$ cat config.mk
export PLATFORM = sky130hd
export DESIGN_NAME = mac_row_sequencer_flat
export DESIGN_NICKNAME = d
export VERILOG_FILES = /design/src/rtl/mac_ctrl_pkg.sv /design/src/rtl/mac_row_sequencer_if.sv /design/src/rtl/mac_seq_wdt.sv /design/src/rtl/mac_row_sequencer.sv /design/src/flat_wrapper.sv
export SDC_FILE = /design/constraint.sdc
export NUM_CORES = 1
export LEC_CHECK = 0
export CAP_MARGIN = 10
export CORE_MARGIN = 3
export CORE_UTILIZATION = 45
export DETAILED_ROUTE_END_ITERATION = 7
export HOLD_SLACK_MARGIN = 0.12
export PLACE_DENSITY = 0.73
export SYNTH_ARGS = -nofsm -noshare
export SYNTH_HDL_FRONTEND = slang
export SYNTH_SLANG_ARGS = --single-unit
export TNS_END_PERCENT = 100
$ cat constraint.sdc
create_clock -name sys_clk -period 3.8 [get_ports sys_clk]
set_input_delay 1.14 -clock sys_clk [delete_from_list [all_inputs] [get_ports sys_clk]]
set_output_delay 1.14 -clock sys_clk [all_outputs]
set_load 0.01 [all_outputs]
$ cat src/rtl/mac_ctrl_pkg.sv
// Shared constants, mode encoding, sequencer state and row-context types for the MAC control path.
package mac_ctrl_pkg;

  localparam int unsigned ADDR_W = 5;
  localparam int unsigned VOL_W  = 8;
  localparam int unsigned ROWS_W = ADDR_W + 1;
  localparam int unsigned STEP_W = 4;

  localparam logic MODE_WRITE = 1'b1;
  localparam logic MODE_READ  = 1'b0;

  typedef enum logic [2:0] {
    SEQ_IDLE,
    SEQ_ISSUE,
    SEQ_WAIT_ROW,
    SEQ_GAP,
    SEQ_DONE
  } seq_state_e;

  // Working context of the command currently being issued row by row.
  typedef struct packed {
    logic              mode;
    logic [ADDR_W-1:0] addr;
    logic [VOL_W-1:0]  vol;
    logic [STEP_W-1:0] step;
    logic [ROWS_W-1:0] rows_left;
  } mac_row_t;

  // DAC code increment that clamps at full scale instead of wrapping.
  function automatic logic [VOL_W-1:0] vol_sat_add(input logic [VOL_W-1:0]  vol,
                                                   input logic [STEP_W-1:0] step);
    logic [VOL_W:0] sum;
    sum = {1'b0, vol} + (VOL_W + 1)'(step);
    return sum[VOL_W] ? {VOL_W{1'b1}} : sum[VOL_W-1:0];
  endfunction

endpackage

$ cat src/rtl/mac_row_sequencer_if.sv
// Command, WL-control job and status signals of the MAC row sequencer.
// master: command source / WL control side; slave: the sequencer.
interface mac_row_sequencer_if;
  import mac_ctrl_pkg::*;

  logic              cmd_valid;
  logic              cmd_ready;
  logic              cmd_mode;
  logic [ADDR_W-1:0] cmd_addr;
  logic [ROWS_W-1:0] cmd_rows;
  logic [VOL_W-1:0]  cmd_vol;
  logic [STEP_W-1:0] cmd_vol_step;
  logic              seq_abort;

  logic              work_en;
  logic              work_mode;
  logic [ADDR_W-1:0] wl_addr_in;
  logic [VOL_W-1:0]  wl_digital_vol_in;
  logic              op_down_com;
  logic              read_down;

  logic              seq_busy;
  logic              seq_done;
  logic              seq_aborted;
  logic              seq_err;

  modport master (
    output cmd_valid, cmd_mode, cmd_addr, cmd_rows, cmd_vol, cmd_vol_step, seq_abort,
           op_down_com, read_down,
    input  cmd_ready, work_en, work_mode, wl_addr_in, wl_digital_vol_in,
           seq_busy, seq_done, seq_aborted, seq_err
  );

  modport slave (
    input  cmd_valid, cmd_mode, cmd_addr, cmd_rows, cmd_vol, cmd_vol_step, seq_abort,
           op_down_com, read_down,
    output cmd_ready, work_en, work_mode, wl_addr_in, wl_digital_vol_in,
           seq_busy, seq_done, seq_aborted, seq_err
  );

endinterface

$ cat src/rtl/mac_seq_wdt.sv
// Per-row completion watchdog: counts cycles while run is high and flags the last allowed cycle.
module mac_seq_wdt #(
  parameter int unsigned WDT_CYC = 255
) (
  input  logic clk,
  input  logic rst_n,
  input  logic run,
  output logic timeout_c
);

  localparam int unsigned CNT_W = (WDT_CYC > 1) ? $clog2(WDT_CYC) : 1;

  logic [CNT_W-1:0] cnt_q;

  assign timeout_c = run && (cnt_q == CNT_W'(WDT_CYC - 1));

  // Restarts from zero every time the row wait is (re)entered.
  always_ff @(posedge clk or negedge rst_n) begin
    if (!rst_n) begin
      cnt_q <= '0;
    end else if (!run) begin
      cnt_q <= '0;
    end else if (!timeout_c) begin
      cnt_q <= cnt_q + CNT_W'(1);
    end
  end

endmodule

$ cat src/rtl/mac_row_sequencer.sv
// Splits one multi-row MAC command into single-row WL-control jobs, waiting for each row to finish.
// Define MAC_SEQ_WDT_EN to add the per-row completion watchdog (WDT_CYC) and the sticky seq_err flag.
module mac_row_sequencer
  import mac_ctrl_pkg::*;
#(
  parameter int unsigned GAP_CYC = 4
`ifdef MAC_SEQ_WDT_EN
  , parameter int unsigned WDT_CYC = 255
`endif
) (
  input logic                sys_clk,
  input logic                sys_rst_n,
  mac_row_sequencer_if.slave bus
);

  localparam int unsigned GAP_W    = (GAP_CYC > 1) ? $clog2(GAP_CYC) : 1;
  localparam int unsigned GAP_LOAD = (GAP_CYC > 0) ? GAP_CYC - 1 : 0;

  seq_state_e       state_q, state_d;
  mac_row_t         row_q, row_d;
  logic [GAP_W-1:0] gap_cnt_q, gap_cnt_d;
  logic             abort_pend_q, abort_pend_d;
  logic             aborted_d;
  logic             row_done_c;
  logic             abort_any_c;
  logic             wdt_timeout_c;

  logic cmd_ready_q, work_en_q, seq_busy_q, seq_done_q, seq_aborted_q;

  // Only the completion matching the row's direction ends it.
  assign row_done_c  = (row_q.mode == MODE_WRITE) ? bus.op_down_com : bus.read_down;
  assign abort_any_c = abort_pend_q | bus.seq_abort;

  always_ff @(posedge sys_clk or negedge sys_rst_n) begin
    if (!sys_rst_n) begin
      state_q <= SEQ_IDLE;
    end else begin
      state_q <= state_d;
    end
  end

  always_comb begin
    state_d      = state_q;
    row_d        = row_q;
    gap_cnt_d    = gap_cnt_q;
    abort_pend_d = abort_pend_q;
    aborted_d    = 1'b0;

    unique case (state_q)
      SEQ_IDLE: begin
        if (bus.cmd_valid && cmd_ready_q) begin
          row_d.mode      = bus.cmd_mode;
          row_d.addr      = bus.cmd_addr;
          row_d.vol       = bus.cmd_vol;
          row_d.step      = bus.cmd_vol_step;
          row_d.rows_left = (bus.cmd_rows == '0) ? ROWS_W'(1) : bus.cmd_rows;
          abort_pend_d    = 1'b0;
          state_d         = SEQ_ISSUE;
        end
      end

      SEQ_ISSUE: begin
        abort_pend_d = abort_any_c;
        state_d      = SEQ_WAIT_ROW;
      end

      SEQ_WAIT_ROW: begin
        abort_pend_d = abort_any_c;
        if (row_done_c) begin
          if ((row_q.rows_left == ROWS_W'(1)) || abort_any_c) begin
            aborted_d = abort_any_c && (row_q.rows_left != ROWS_W'(1));
            state_d   = SEQ_DONE;
          end else begin
            row_d.addr      = row_q.addr + ADDR_W'(1);
            row_d.vol       = vol_sat_add(row_q.vol, row_q.step);
            row_d.rows_left = row_q.rows_left - ROWS_W'(1);
            gap_cnt_d       = GAP_W'(GAP_LOAD);
            state_d         = SEQ_GAP;
          end
        end else if (wdt_timeout_c) begin
          aborted_d = 1'b1;
          state_d   = SEQ_DONE;
        end
      end

      // The previous row is already complete here, so an abort ends the command at once.
      SEQ_GAP: begin
        if (abort_any_c) begin
          aborted_d = 1'b1;
          state_d   = SEQ_DONE;
        end else if (gap_cnt_q == '0) begin
          state_d = SEQ_ISSUE;
        end else begin
          gap_cnt_d = gap_cnt_q - GAP_W'(1);
        end
      end

      SEQ_DONE: begin
        state_d = SEQ_IDLE;
      end

      default: begin
        state_d = SEQ_IDLE;
      end
    endcase
  end

  // Status outputs are registered from the next state so they line up with it.
  always_ff @(posedge sys_clk or negedge sys_rst_n) begin
    if (!sys_rst_n) begin
      row_q         <= '0;
      gap_cnt_q     <= '0;
      abort_pend_q  <= 1'b0;
      cmd_ready_q   <= 1'b1;
      work_en_q     <= 1'b0;
      seq_busy_q    <= 1'b0;
      seq_done_q    <= 1'b0;
      seq_aborted_q <= 1'b0;
    end else begin
      row_q         <= row_d;
      gap_cnt_q     <= gap_cnt_d;
      abort_pend_q  <= abort_pend_d;
      cmd_ready_q   <= (state_d == SEQ_IDLE);
      work_en_q     <= (state_d == SEQ_ISSUE);
      seq_busy_q    <= (state_d == SEQ_ISSUE) || (state_d == SEQ_WAIT_ROW) || (state_d == SEQ_GAP);
      seq_done_q    <= (state_d == SEQ_DONE);
      seq_aborted_q <= aborted_d;
    end
  end

`ifdef MAC_SEQ_WDT_EN
  logic wdt_run_c;
  logic seq_err_q;

  assign wdt_run_c = (state_q == SEQ_WAIT_ROW);

  mac_seq_wdt #(
    .WDT_CYC (WDT_CYC)
  ) u_wdt (
    .clk       (sys_clk),
    .rst_n     (sys_rst_n),
    .run       (wdt_run_c),
    .timeout_c (wdt_timeout_c)
  );

  // Sticky until reset; a completion in the timeout cycle still wins.
  always_ff @(posedge sys_clk or negedge sys_rst_n) begin
    if (!sys_rst_n) begin
      seq_err_q <= 1'b0;
    end else if (wdt_run_c && wdt_timeout_c && !row_done_c) begin
      seq_err_q <= 1'b1;
    end
  end

  assign bus.seq_err = seq_err_q;
`else
  assign wdt_timeout_c = 1'b0;
  assign bus.seq_err   = 1'b0;
`endif

  assign bus.cmd_ready         = cmd_ready_q;
  assign bus.work_en           = work_en_q;
  assign bus.work_mode         = row_q.mode;
  assign bus.wl_addr_in        = row_q.addr;
  assign bus.wl_digital_vol_in = row_q.vol;
  assign bus.seq_busy          = seq_busy_q;
  assign bus.seq_done          = seq_done_q;
  assign bus.seq_aborted       = seq_aborted_q;

endmodule

$ cat src/flat_wrapper.sv
// flat-port wrapper written by rule: the top's interface ports become plain ports
module mac_row_sequencer_flat import mac_ctrl_pkg::*;
#(
  parameter int unsigned GAP_CYC = 4

)
  (sys_clk, sys_rst_n, bus_cmd_valid, bus_cmd_mode, bus_cmd_addr, bus_cmd_rows, bus_cmd_vol, bus_cmd_vol_step, bus_seq_abort, bus_op_down_com, bus_read_down, bus_cmd_ready, bus_work_en, bus_work_mode, bus_wl_addr_in, bus_wl_digital_vol_in, bus_seq_busy, bus_seq_done, bus_seq_aborted, bus_seq_err);
  mac_row_sequencer_if bus_i ();
  input logic sys_clk;
  input logic sys_rst_n;
  input wire logic [$bits(bus_i.cmd_valid)-1:0] bus_cmd_valid;
  input wire logic [$bits(bus_i.cmd_mode)-1:0] bus_cmd_mode;
  input wire logic [$bits(bus_i.cmd_addr)-1:0] bus_cmd_addr;
  input wire logic [$bits(bus_i.cmd_rows)-1:0] bus_cmd_rows;
  input wire logic [$bits(bus_i.cmd_vol)-1:0] bus_cmd_vol;
  input wire logic [$bits(bus_i.cmd_vol_step)-1:0] bus_cmd_vol_step;
  input wire logic [$bits(bus_i.seq_abort)-1:0] bus_seq_abort;
  input wire logic [$bits(bus_i.op_down_com)-1:0] bus_op_down_com;
  input wire logic [$bits(bus_i.read_down)-1:0] bus_read_down;
  output wire logic [$bits(bus_i.cmd_ready)-1:0] bus_cmd_ready;
  output wire logic [$bits(bus_i.work_en)-1:0] bus_work_en;
  output wire logic [$bits(bus_i.work_mode)-1:0] bus_work_mode;
  output wire logic [$bits(bus_i.wl_addr_in)-1:0] bus_wl_addr_in;
  output wire logic [$bits(bus_i.wl_digital_vol_in)-1:0] bus_wl_digital_vol_in;
  output wire logic [$bits(bus_i.seq_busy)-1:0] bus_seq_busy;
  output wire logic [$bits(bus_i.seq_done)-1:0] bus_seq_done;
  output wire logic [$bits(bus_i.seq_aborted)-1:0] bus_seq_aborted;
  output wire logic [$bits(bus_i.seq_err)-1:0] bus_seq_err;
  assign bus_i.cmd_valid = bus_cmd_valid;
  assign bus_i.cmd_mode = bus_cmd_mode;
  assign bus_i.cmd_addr = bus_cmd_addr;
  assign bus_i.cmd_rows = bus_cmd_rows;
  assign bus_i.cmd_vol = bus_cmd_vol;
  assign bus_i.cmd_vol_step = bus_cmd_vol_step;
  assign bus_i.seq_abort = bus_seq_abort;
  assign bus_i.op_down_com = bus_op_down_com;
  assign bus_i.read_down = bus_read_down;
  assign bus_cmd_ready = bus_i.cmd_ready;
  assign bus_work_en = bus_i.work_en;
  assign bus_work_mode = bus_i.work_mode;
  assign bus_wl_addr_in = bus_i.wl_addr_in;
  assign bus_wl_digital_vol_in = bus_i.wl_digital_vol_in;
  assign bus_seq_busy = bus_i.seq_busy;
  assign bus_seq_done = bus_i.seq_done;
  assign bus_seq_aborted = bus_i.seq_aborted;
  assign bus_seq_err = bus_i.seq_err;
  mac_row_sequencer #(.GAP_CYC(GAP_CYC)) u_core (.sys_clk(sys_clk), .sys_rst_n(sys_rst_n), .bus(bus_i));
endmodule
# After elaboration in Yosys (flattened, before gate mapping)
# Index checks and enable logic that the tools add are counted.
[totals]
regBits = 35
in_bits = 30
output_inout_bits = 20
word_cells = 76
[op_classes]
add_sub_neg = 4
n_eq_ne = 14
muxes = 27
bitwise_logic = 1
reduce_logical = 17
[op_table]
columns = ["op", "n"]
rows = [
  ["$mux W13", 2],
  ["$pmux W13 S2", 1],
  ["$mux W23", 1],
  ["$mux W6", 3],
  ["$mux W3", 5],
  ["$eq A3 B2 Y1 const B", 4],
  ["$pmux W3 S4", 1],
  ["$pmux W6 S2", 1],
  ["$add A8 B4 Y9", 1],
  ["$mux W2", 4],
  ["$mux W8", 1],
  ["$eq A3 B1 Y1 const B", 2],
  ["$eq A6 B1 Y1 const B", 1],
  ["$logic_not A3 Y1", 2],
  ["$logic_not A6 Y1", 1],
  ["$ne A2 B2 Y1 const B", 3],
  ["$ne A6 B1 Y1 const B", 1],
  ["$reduce_bool A2 Y1", 3],
  ["$sub A6 B1 Y6 const B", 1],
  ["$add A5 B1 Y5 const B", 1],
  ["$mux W1", 5],
  ["$reduce_and A5 Y1", 1],
  ["$ne A2 B1 Y1 const B", 2],
  ["$pmux W1 S2", 2],
  ["other kinds (10)", 14],
]

# Logic depth before layout (Yosys ltp)
# Gate-level depths: netlist of run 1.
[depth]
word_depth = 8
depth_mapped = 8
depth_no_buf = 8

# Least setup slack after synthesis of run 1
# Ideal clock, no wire load.
[synth_timing]
kind = "input -> register"
start = "input port bus_seq_abort"
end = "register u_core.gap_cnt_q[1]"
setup_ps = 125
arrival_time_ps = 2280
required_ps = 3675
setup_slack_ps = 1395
cell_stages = 5
n_path_buf = 0
path_cell_list = "or2_2 > a211o_1 > a21oi_2 > nand2_2 > mux2_4"
[synth_via]
elab_chain_cells = 4
elab_cells_between_ends = 5
classes_between = "2 x eq/ne; 1 x bitwise; 2 x reduce/logical"
[synth_rtl]
columns = ["element", "line_no", "rtl"]
rows = [
  ["start, declared", "flat_wrapper.sv:17", "input wire logic [$bits(bus_i.seq_abort)-1:0] bus_seq_abort;"],
  ["$or A1 B1 Y1 (*)", "mac_row_sequencer.sv:32", "assign abort_any_c = abort_pend_q | bus.seq_abort;"],
  ["$logic_or A1 B1 Y1", "mac_row_sequencer.sv:70", "if ((row_q.rows_left == ROWS_W'(1)) || abort_any_c) begin"],
  ["$ne A2 B2 Y1 (no source line)", "--", ""],
  ["$reduce_and A5 Y1 (no source line) (*)", "--", ""],
  ["end signal, assigned", "mac_row_sequencer.sv:121", "gap_cnt_q <= gap_cnt_d;"],
  ["end, declared", "mac_row_sequencer.sv:21", "logic [GAP_W-1:0] gap_cnt_q, gap_cnt_d;"],
]
# Every way passes the cells marked *; elsewhere a longest branch is shown, timed or not.
# A chain may end at the register's enable or synchronous reset.

# Final worst setup path of run 1
[layout_timing]
start = "input port bus_seq_abort"
end = "register u_core.row_q (netlist bit u_core.bus.wl_digital_vol_in[5])"
[layout_via]
elab_chain_cells = 4
[layout_rtl]
columns = ["element", "line_no", "rtl"]
rows = [
  ["$or A1 B1 Y1", "mac_row_sequencer.sv:32", ""],
  ["$logic_or A1 B1 Y1", "mac_row_sequencer.sv:70", ""],
  ["$ne A2 B2 Y1 (no source line)", "--", ""],
  ["$reduce_and A4 Y1 (no source line)", "--", ""],
  ["end signal, assigned", "mac_row_sequencer.sv:120", "row_q <= row_d;"],
  ["end, declared", "mac_row_sequencer.sv:20", "mac_row_t row_q, row_d;"],
]
# No other way between the ends.

==> results of run 1 <==
-- synthesized netlist by cell type (2+ instances only) --
library cell and number:
dfrtp_1 34, a21oi_1 28, nor2_1 21, buf_4 14, nand2_1 12, inv_1 11
o21ai_1 11, ha_1 8, o21ai_0 8, o22a_1 5, a31oi_1 4, buf_2 4
clkbuf_1 4, mux2_2 4, nand3_1 4, nor3_1 4, o32ai_1 3, a211o_1 2
a211oi_1 2, a22oi_1 2, and2_1 2, and3_1 2, nor2b_1 2, o31ai_1 2
or3_1 2, xor2_1 2
-- worst reg2reg max path: stages (launching register included) --
cell	delay, ns
dfrtp_1	0.45
or3b_1	0.77
nor2_1	0.27
o22a_1	0.47
nand2_1	0.11
o22a_1	0.22
-- routing by layer --
metal  wire length, um  global-route usage, %
met1              2100                   24.1
met2              2140                   29.7
met3               372                   5.54
met4                80                   8.25
met5                 0                      0
-- worst paths after layout --
check,start,to,cells after the start
max,bus_seq_abort,u_core.bus.wl_digital_vol_in[5],6
max reg2reg,u_core.state_q[2],u_core.bus.wl_digital_vol_in[5],5
max in group asynchronous,sys_rst_n,u_core.bus.cmd_ready,2
min,u_core.gap_cnt_q[0],u_core.gap_cnt_q[0],1
min in group asynchronous,sys_rst_n,u_core.row_q[3],2
min reg2reg,u_core.gap_cnt_q[0],u_core.gap_cnt_q[0],1
-- metrics by stage --
step	std cells	power, mW	worst slack, ns
CTS	318	2.11	0.895
global route	318	2.28	0.774
finish	318	2.09	0.897
global placement	310	1.77	0.664
detailed placement	310	1.81	0.584
floorplan	229	1.50	1.40
-- registers in the layout, indices dropped and copies added (netlist names) --
name and count:
u_core.row_q 10, u_core.bus.seq_aborted 1, u_core.bus.cmd_ready 1, u_core.bus.seq_done 1
u_core.gap_cnt_q 2, u_core.bus.wl_addr_in 5, u_core.bus.seq_busy 1, u_core.bus.work_en 1
u_core.bus.wl_digital_vol_in 8, u_core.bus.work_mode 1, u_core.state_q 3, u_core.abort_pend_q 1
-- cell type report --
| type | instances | area [sq um] |
|---|---|---|
| clock buffer | 8 | 100 |
| fill | 394 | 1800 |
| inverter | 11 | 41.3 |
| multi-input combinational | 161 | 1030 |
| sequential | 35 | 877 |
| tap | 52 | 65.1 |
| timing repair buffer | 51 | 503 |
-- cells by family after synthesis --
family,synth area share (%)
mux,3.35
flops,42.0
other cells,0.179
buf+inv,8.68
xor+xnor,1.26
compound gates,24.7
simple gates,14.1
fa+ha+maj,5.75
-- power groups by stage --
stage	Clock (mW)	Sequential (mW)	Combinational, mW
floorplan	0	0.667	0.831
global placement	0	0.685	1.09
detailed placement	0	0.692	1.11
CTS	0.306	0.686	1.12
global route	0.325	0.710	1.25
finish	0.300	0.687	1.11
==> impl_metrics.toml, run 1 <==
[setup_path]
critPathSlowestCell = "o22a_1"
path_cells = "clkdlybuf4s50_1 > or2_2 > a21oi_1 > o22a_1 > nand2_1 > o22a_1"
cp-start-kind = "input pin"
critPathTopFamily = "compound AO/OA/AOI/OAI gates"
required_ns = 3.98
cp_common_cell = "o22a_1"
path_buf_inv = 1
worstPathArrival_ns = 3.08
worst_setup_path_end_kind = "register"
r2r_slack_ns = 1.40
crit_type = "in -> reg"
worst-path-max-fanout = 14
slowest_delay_ns = 0.51

[sta]
finalSetupViolations = 0
fin_crit_sh_pct = 76.4
maxSlewViolCount = 0
max_freq_ghz = 0.344
post-route-min-period_ns = 2.90
fin_skew_ns = 0.00395
tightestPinTransition_ns = 0.971
tns_ns = 0
relSlewSlack_pct = 34.4
hold_viol_final = 0
rsz0062_at_grt = "false"
hold_slack_ns = 0.474

[clock_tree]
htreeDepth = 2
insertion_delay_ns = 0.29
tritoncts = "yes"
clock_sinks = 35
numCtsBuffers = 5
cts_root_buf = "clkbuf_8"
post_cts_buffers = 0
ctsResizeCount = 0
cts_hold_buf = 0
cts_buffer_depth = 2
clkTransAtPathRegs_ns = 0.07

[placement]
port_buffers = 48
gp_congestion = 0.805
place_area_sq_um = 2520
hpwl_um = 3390

[pwr]
clkPwrFrac_pct = 14.3
power.leakage_nw = 1.11
p_sw_mw = 0.861
pwr-share-seq_pct = 32.8
comb_power_share_pct = 52.9
p_int_mw = 1.23
powerDensity_nw_per_um2 = 800
switching_share_pct = 41.1
ir_drop_mv = 0.518

[grt]
grt_usage_pct = 18.9
grt_max_degree = 36
grt_pass1_vias = 1723
grt_pass1_wl_um = 7810
antenna_found_initial = 0
grt_overflow = 0

[synth]
async_flop_share_pct = 100
yosys-top-cells-area = "dfrtp_1, a21oi_1, buf_4, ha_1, nor2_1"
synth.avg_cell_area_sq_um = 9.13
ys_seq_elements = 35
synth.net_count = 268
synth_warnings = 0
yosysTopAreaCell = "dfrtp_1"
synth.distinct_cells = 58
synth_edf_count = 0
netlist.area_leader.share_pct = 40.7
synth_flop_cell = "dfrtp_1"
syn_inst = 229
netlist_area_sq_um = 2090
yosysSeqAreaShare_pct = 42.0

[layout]
layout_common_cells = "clkdlybuf4s50_1, dfrtp_1, a21oi_1, nor2_1, nand2_1"
insertedDiodeCount = 0
fin_area_sq_um = 2620
final_nets = 304
syn2layout_area_growth_pct = 25.3
final_layout_size_suffix_gt1_share_pct = 8.27
post-route-util_pct = 59.3
final_common_cell = "clkdlybuf4s50_1"

[detailed_routing]
drt-pass1-iter-count = 4
via_count = 1777
finalWirelength_um = 4690
dr.first_iter.drc_count = 111
ant_nets = 0
vias_per_cell = 5.59
drc_errors = 0
wire_per_inst_um = 14.7

[floorplan]
die_width_um = 74.2
core_sq_um = 4410
start_util_pct = 47.4
die_area_sq_um = 5500
die_y_um = 74.2
io_pins = 50
rows = 24

[run_status]
run_status = "finished, final reports clean"

[worst_hold_path]
min_path_type = "reg -> reg"

[run]
max-cap-violations = 0
No activity file was read; power rests on OpenSTA's default activity.
==> run 2: changes to the inputs <==
- clock period: 3.8 -> 2.8 ns (I/O delays scaled with it)
==> run 2 against run 1 <==
Die area stayed put. Sequential cell count unchanged. Sequential power is 36% higher. Critical path type unchanged. Combinational power grew 39%.
==> impl_metrics.toml, run 2 (synthesis results as in run 1) <==
[grt]
grt_pass1_vias = 1684
grt_pass1_wl_um = 7510
grt_usage_pct = 17.8
grt_overflow = 0
grt_max_degree = 36
antenna_found_initial = 0

[layout]
layout_common_cells = "clkdlybuf4s50_1, dfrtp_1, a21oi_1, nor2_1, nand2_1"
insertedDiodeCount = 0
layout.cells.non_filler = 324
post-route-util_pct = 60.0
final_layout_size_suffix_gt1_share_pct = 10.7
final_nets = 310
fillers = 379
largest_reg_flops = 10
syn2layout_area_growth_pct = 26.6
final_common_cell = "clkdlybuf4s50_1"
regMostFlops = "u_core.row_q"

[detailed_routing]
wire_per_inst_um = 14.3
ant_nets = 0
dr.first_iter.drc_count = 116
finalWirelength_um = 4640
drt-pass1-iter-count = 5
drc_errors = 0
via_count = 1829
vias_per_cell = 5.65

[floorplan]
io_pins = 50
die_area_sq_um = 5500
die_width_um = 74.2
start_util_pct = 47.4
die_y_um = 74.2
rows = 24
core_sq_um = 4410

[clock_tree]
cts_buffer_depth = 2
cts_hold_buf = 0
tritoncts = "yes"
htreeDepth = 2
clkTransAtPathRegs_ns = 0.07
post_cts_buffers = 0
insertion_delay_ns = 0.29
numCtsBuffers = 5
clock_sinks = 35
ctsResizeCount = 0
cts_root_buf = "clkbuf_8"

[sta]
max_freq_ghz = 0.408
tightestPinTransition_ns = 0.696
post-route-min-period_ns = 2.45
tns_ns = 0
relSlewSlack_pct = 53.0
hold_viol_final = 0
finalSetupViolations = 0
hold_slack_ns = 0.491
fin_skew_ns = 0.00547
rsz0062_at_grt = "false"
fin_crit_sh_pct = 87.6
maxSlewViolCount = 0

[run_status]
run_status = "finished, final reports clean"

[placement]
gp_congestion = 0.805
port_buffers = 48
hpwl_um = 3400
dpl.cell_count = 316

[setup_path]
rr_worst_depth = 9
worst_setup_path_end_kind = "register"
worst-path-max-fanout = 10
cp-start-kind = "input pin"
worstPathArrival_ns = 2.66
crit_type = "in -> reg"
required_ns = 3.01

[worst_hold_path]
min_path_cells = 1
min_path_type = "reg -> reg"

[pwr]
power.leakage_nw = 1.13
powerDensity_nw_per_um2 = 1070
ir_drop_mv = 0.517
p_total_mw = 2.83

[run]
max-cap-violations = 0
run 2: cell count changes in the layout (fill, tap and decap cells not counted):
cell      before  now
clkbuf_1       1    0
buf_4          3    9
clkbuf_8       7    5
clkinv_2       0    3
run 2: path summary, 6_finish.rpt:
check | start | endpoint | slack [ns]
max | bus_seq_abort | u_core.bus.wl_digital_vol_in[2] | 0.35
min | u_core.gap_cnt_q[0] | u_core.gap_cnt_q[0] | 0.49
max reg2reg | u_core.bus.wl_digital_vol_in[0] | u_core.bus.wl_digital_vol_in[2] | 0.58
min reg2reg | u_core.gap_cnt_q[0] | u_core.gap_cnt_q[0] | 0.49
max in group asynchronous | sys_rst_n | u_core.bus.cmd_ready | 1.50
min in group asynchronous | sys_rst_n | u_core.row_q[5] | 0.96
run 2: final cells by class:
| type | count | area, sq um | share of cell area [%] |
|---|---|---|---|
| Multi-Input combinational cell | 161 | 1030 | 39.0 |
| Sequential cell | 35 | 877 | 33.1 |
| Timing Repair Buffer | 57 | 548 | 20.7 |
| Clock buffer | 5 | 68.8 | 2.60 |
| Tap cell | 52 | 65.1 | 2.46 |
| Inverter | 11 | 41.3 | 1.56 |
| Clock inverter | 3 | 15.0 | 0.567 |
run 2: layer usage:
| layer | vias up | share of wire, % | global-route usage [%] |
|---|---|---|---|
| li1 | 893 | - | - |
| met1 | 871 | 46 | 22.8 |
| met2 | 56 | 44 | 28.2 |
| met3 | 9 | 8.2 | 5.95 |
| met4 | 0 | 1.5 | 6.04 |
| met5 | - | 0 | 0 |
run 2: critical path, stage by stage:
cell and delay (ns):
clkdlybuf4s50_1 0.42, or2_2 0.35, a21oi_1 0.24, o22a_1 0.41, buf_4 0.21, nor2_1 0.05, a21oi_1 0.14
run 2: power breakdown:
group | switching, mW | internal, mW | leakage [nW]
clock | 0.188 | 0.170 | 0.0477
sequential | 0.201 | 0.733 | 0.436
combinational | 0.793 | 0.746 | 0.650
total | 1.18 | 1.65 | 1.13
run 2: per-stage QoR:
stage	cell area, sq um	setup slack, ns
floorplan	2090	0.695
global placement	2560	0.160
detailed placement	2560	0.100
CTS	2650	0.369
global route	2650	0.240
finish	2650	0.348
==> run 3: changes to the inputs <==
==> constraint.sdc (replaced) <==
create_clock -name sys_clk -period 2.8 [get_ports sys_clk]
set_input_delay 0.28 -clock sys_clk [delete_from_list [all_inputs] [get_ports sys_clk]]
set_output_delay 0.28 -clock sys_clk [all_outputs]
set_load 0.01 [all_outputs]
==> run 3 against run 2 <==
Sequential power is essentially flat. Largest cell class unchanged. Via count fell by 1.9%. Register-to-register slack worse by 0.10 ns. Clock power is 3% lower. Final cell count is 0.93% lower. Total power is 0.51% lower. Design area is 0.95% lower. Clock skew increased by 0.0025 ns. Global-route usage grew 0.64 points. Fmax up 5.5%.
==> impl_metrics.toml, run 3 (synthesis results as in run 1) <==
[run_status]
run_status = "finished, final reports clean"

[floorplan]
die_y_um = 74.2
die_area_sq_um = 5500
start_util_pct = 47.4
rows = 24
die_width_um = 74.2
io_pins = 50
core_sq_um = 4410

[sta]
maxSlewViolCount = 0
finalSetupViolations = 0
fin_skew_ns = 0.00794
hold_slack_ns = 0.401
tns_ns = 0
worst_slack_ns = 0.477
hold_viol_final = 0
post-route-min-period_ns = 2.32
fin_crit_sh_pct = 83.0
tightestPinTransition_ns = 0.821
max_freq_ghz = 0.430
relSlewSlack_pct = 45.2
rsz0062_at_grt = "false"

[layout]
insertedDiodeCount = 0
layout_common_cells = "clkdlybuf4s50_1, dfrtp_1, a21oi_1, nor2_1, nand2_1"
syn2layout_area_growth_pct = 25.4
post-route-util_pct = 59.4
largest_reg_flops = 10
fin_area_sq_um = 2620
layout.cells.non_filler = 321
final_common_cell = "clkdlybuf4s50_1"
regMostFlops = "u_core.row_q"
final_nets = 307
final_layout_size_suffix_gt1_share_pct = 8.92

[placement]
pre_cts_ws_ns = 0.391
gp_congestion = 0.797
hpwl_um = 3410
port_buffers = 48
place_area_sq_um = 2540
dpl.cell_count = 313

[pwr]
ir_drop_mv = 0.493
powerDensity_nw_per_um2 = 1070
power.leakage_nw = 1.11
p_total_mw = 2.82

[setup_path]
path_buf_inv = 1
r2r-start = "u_core.state_q[2]"
cp-start-kind = "register"
r2r_slack_ns = 0.48
slowest_delay_ns = 0.59
rr_worst_depth = 6
crit_type = "reg -> reg"
path_cells = "or3b_1 > buf_4 > a211o_1 > o21ai_2 > nand2_2 > mux2_4"
required_ns = 2.97
worstPathArrival_ns = 2.50
worst-path-max-fanout = 15
worst_setup_path_end_kind = "register"
critPathSlowestCell = "or3b_1"
critPathTopFamily = "simple AND/OR/NAND/NOR gates"
reg2reg_to = "u_core.gap_cnt_q[1]"

[detailed_routing]
via_count = 1794
drc_errors = 0
wire_per_inst_um = 14.6
vias_per_cell = 5.59
ant_nets = 0
drt-pass1-iter-count = 6
dr.first_iter.drc_count = 111
finalWirelength_um = 4700

[clock_tree]
ctsResizeCount = 0
cts_buffer_depth = 2
cts_hold_buf = 0
numCtsBuffers = 5
clock_sinks = 35
post_cts_buffers = 0
cts_root_buf = "clkbuf_8"
insertion_delay_ns = 0.29
tritoncts = "yes"
htreeDepth = 2
clkTransAtPathRegs_ns = 0.07

[run]
max-cap-violations = 0

[grt]
antenna_found_initial = 0
grt_pass1_vias = 1729
grt_overflow = 0
grt_pass1_wl_um = 7820
grt_max_degree = 36
grt_usage_pct = 18.4

[worst_hold_path]
min_path_type = "in -> async"
==> run 3: worst max-delay path by stage <==
stage / start / end / slack [ns] / cells after the start
finish: u_core.state_q[2] / u_core.gap_cnt_q[1] / 0.48 / 6
global route: u_core.row_q[3] / u_core.row_q[2] / 0.22 / 6
CTS: u_core.state_q[2] / u_core.row_q[2] / 0.47 / 5
detailed placement: bus_op_down_com / u_core.row_q[2] / 0.39 / 7
global placement: bus_op_down_com / u_core.row_q[4] / 0.48 / 7
floorplan: u_core.bus.wl_digital_vol_in[0] / u_core.bus.wl_digital_vol_in[1] / 0.80 / 8
==> run 3: final cells by class <==
type	instances	area (sq um)
inverter	11	41.3
clock buffer	7	76.3
multi-input combinational	161	1030
sequential	35	877
tap	52	65.1
timing repair buffer	54	526
clock inverter	1	5.00
fill	404	1790
==> run 3: layer usage <==
layer | vias up | wire, um | GRT usage (%) | share of wire [%]
met3 | 6 | 349 | 5.68 | 7.4
met5 | - | 0 | 0 | 0
met4 | 0 | 61 | 7.04 | 1.3
li1 | 889 | - | - | -
met2 | 50 | 2060 | 28.2 | 44
met1 | 849 | 2230 | 24.5 | 47
==> run 3: power breakdown <==
part / switching, mW / internal, mW / total (mW)
clock network: 0.174 / 0.174 / 0.349
logic: 0.804 / 0.733 / 1.54
registers: 0.198 / 0.733 / 0.931
total: 1.18 / 1.64 / 2.82
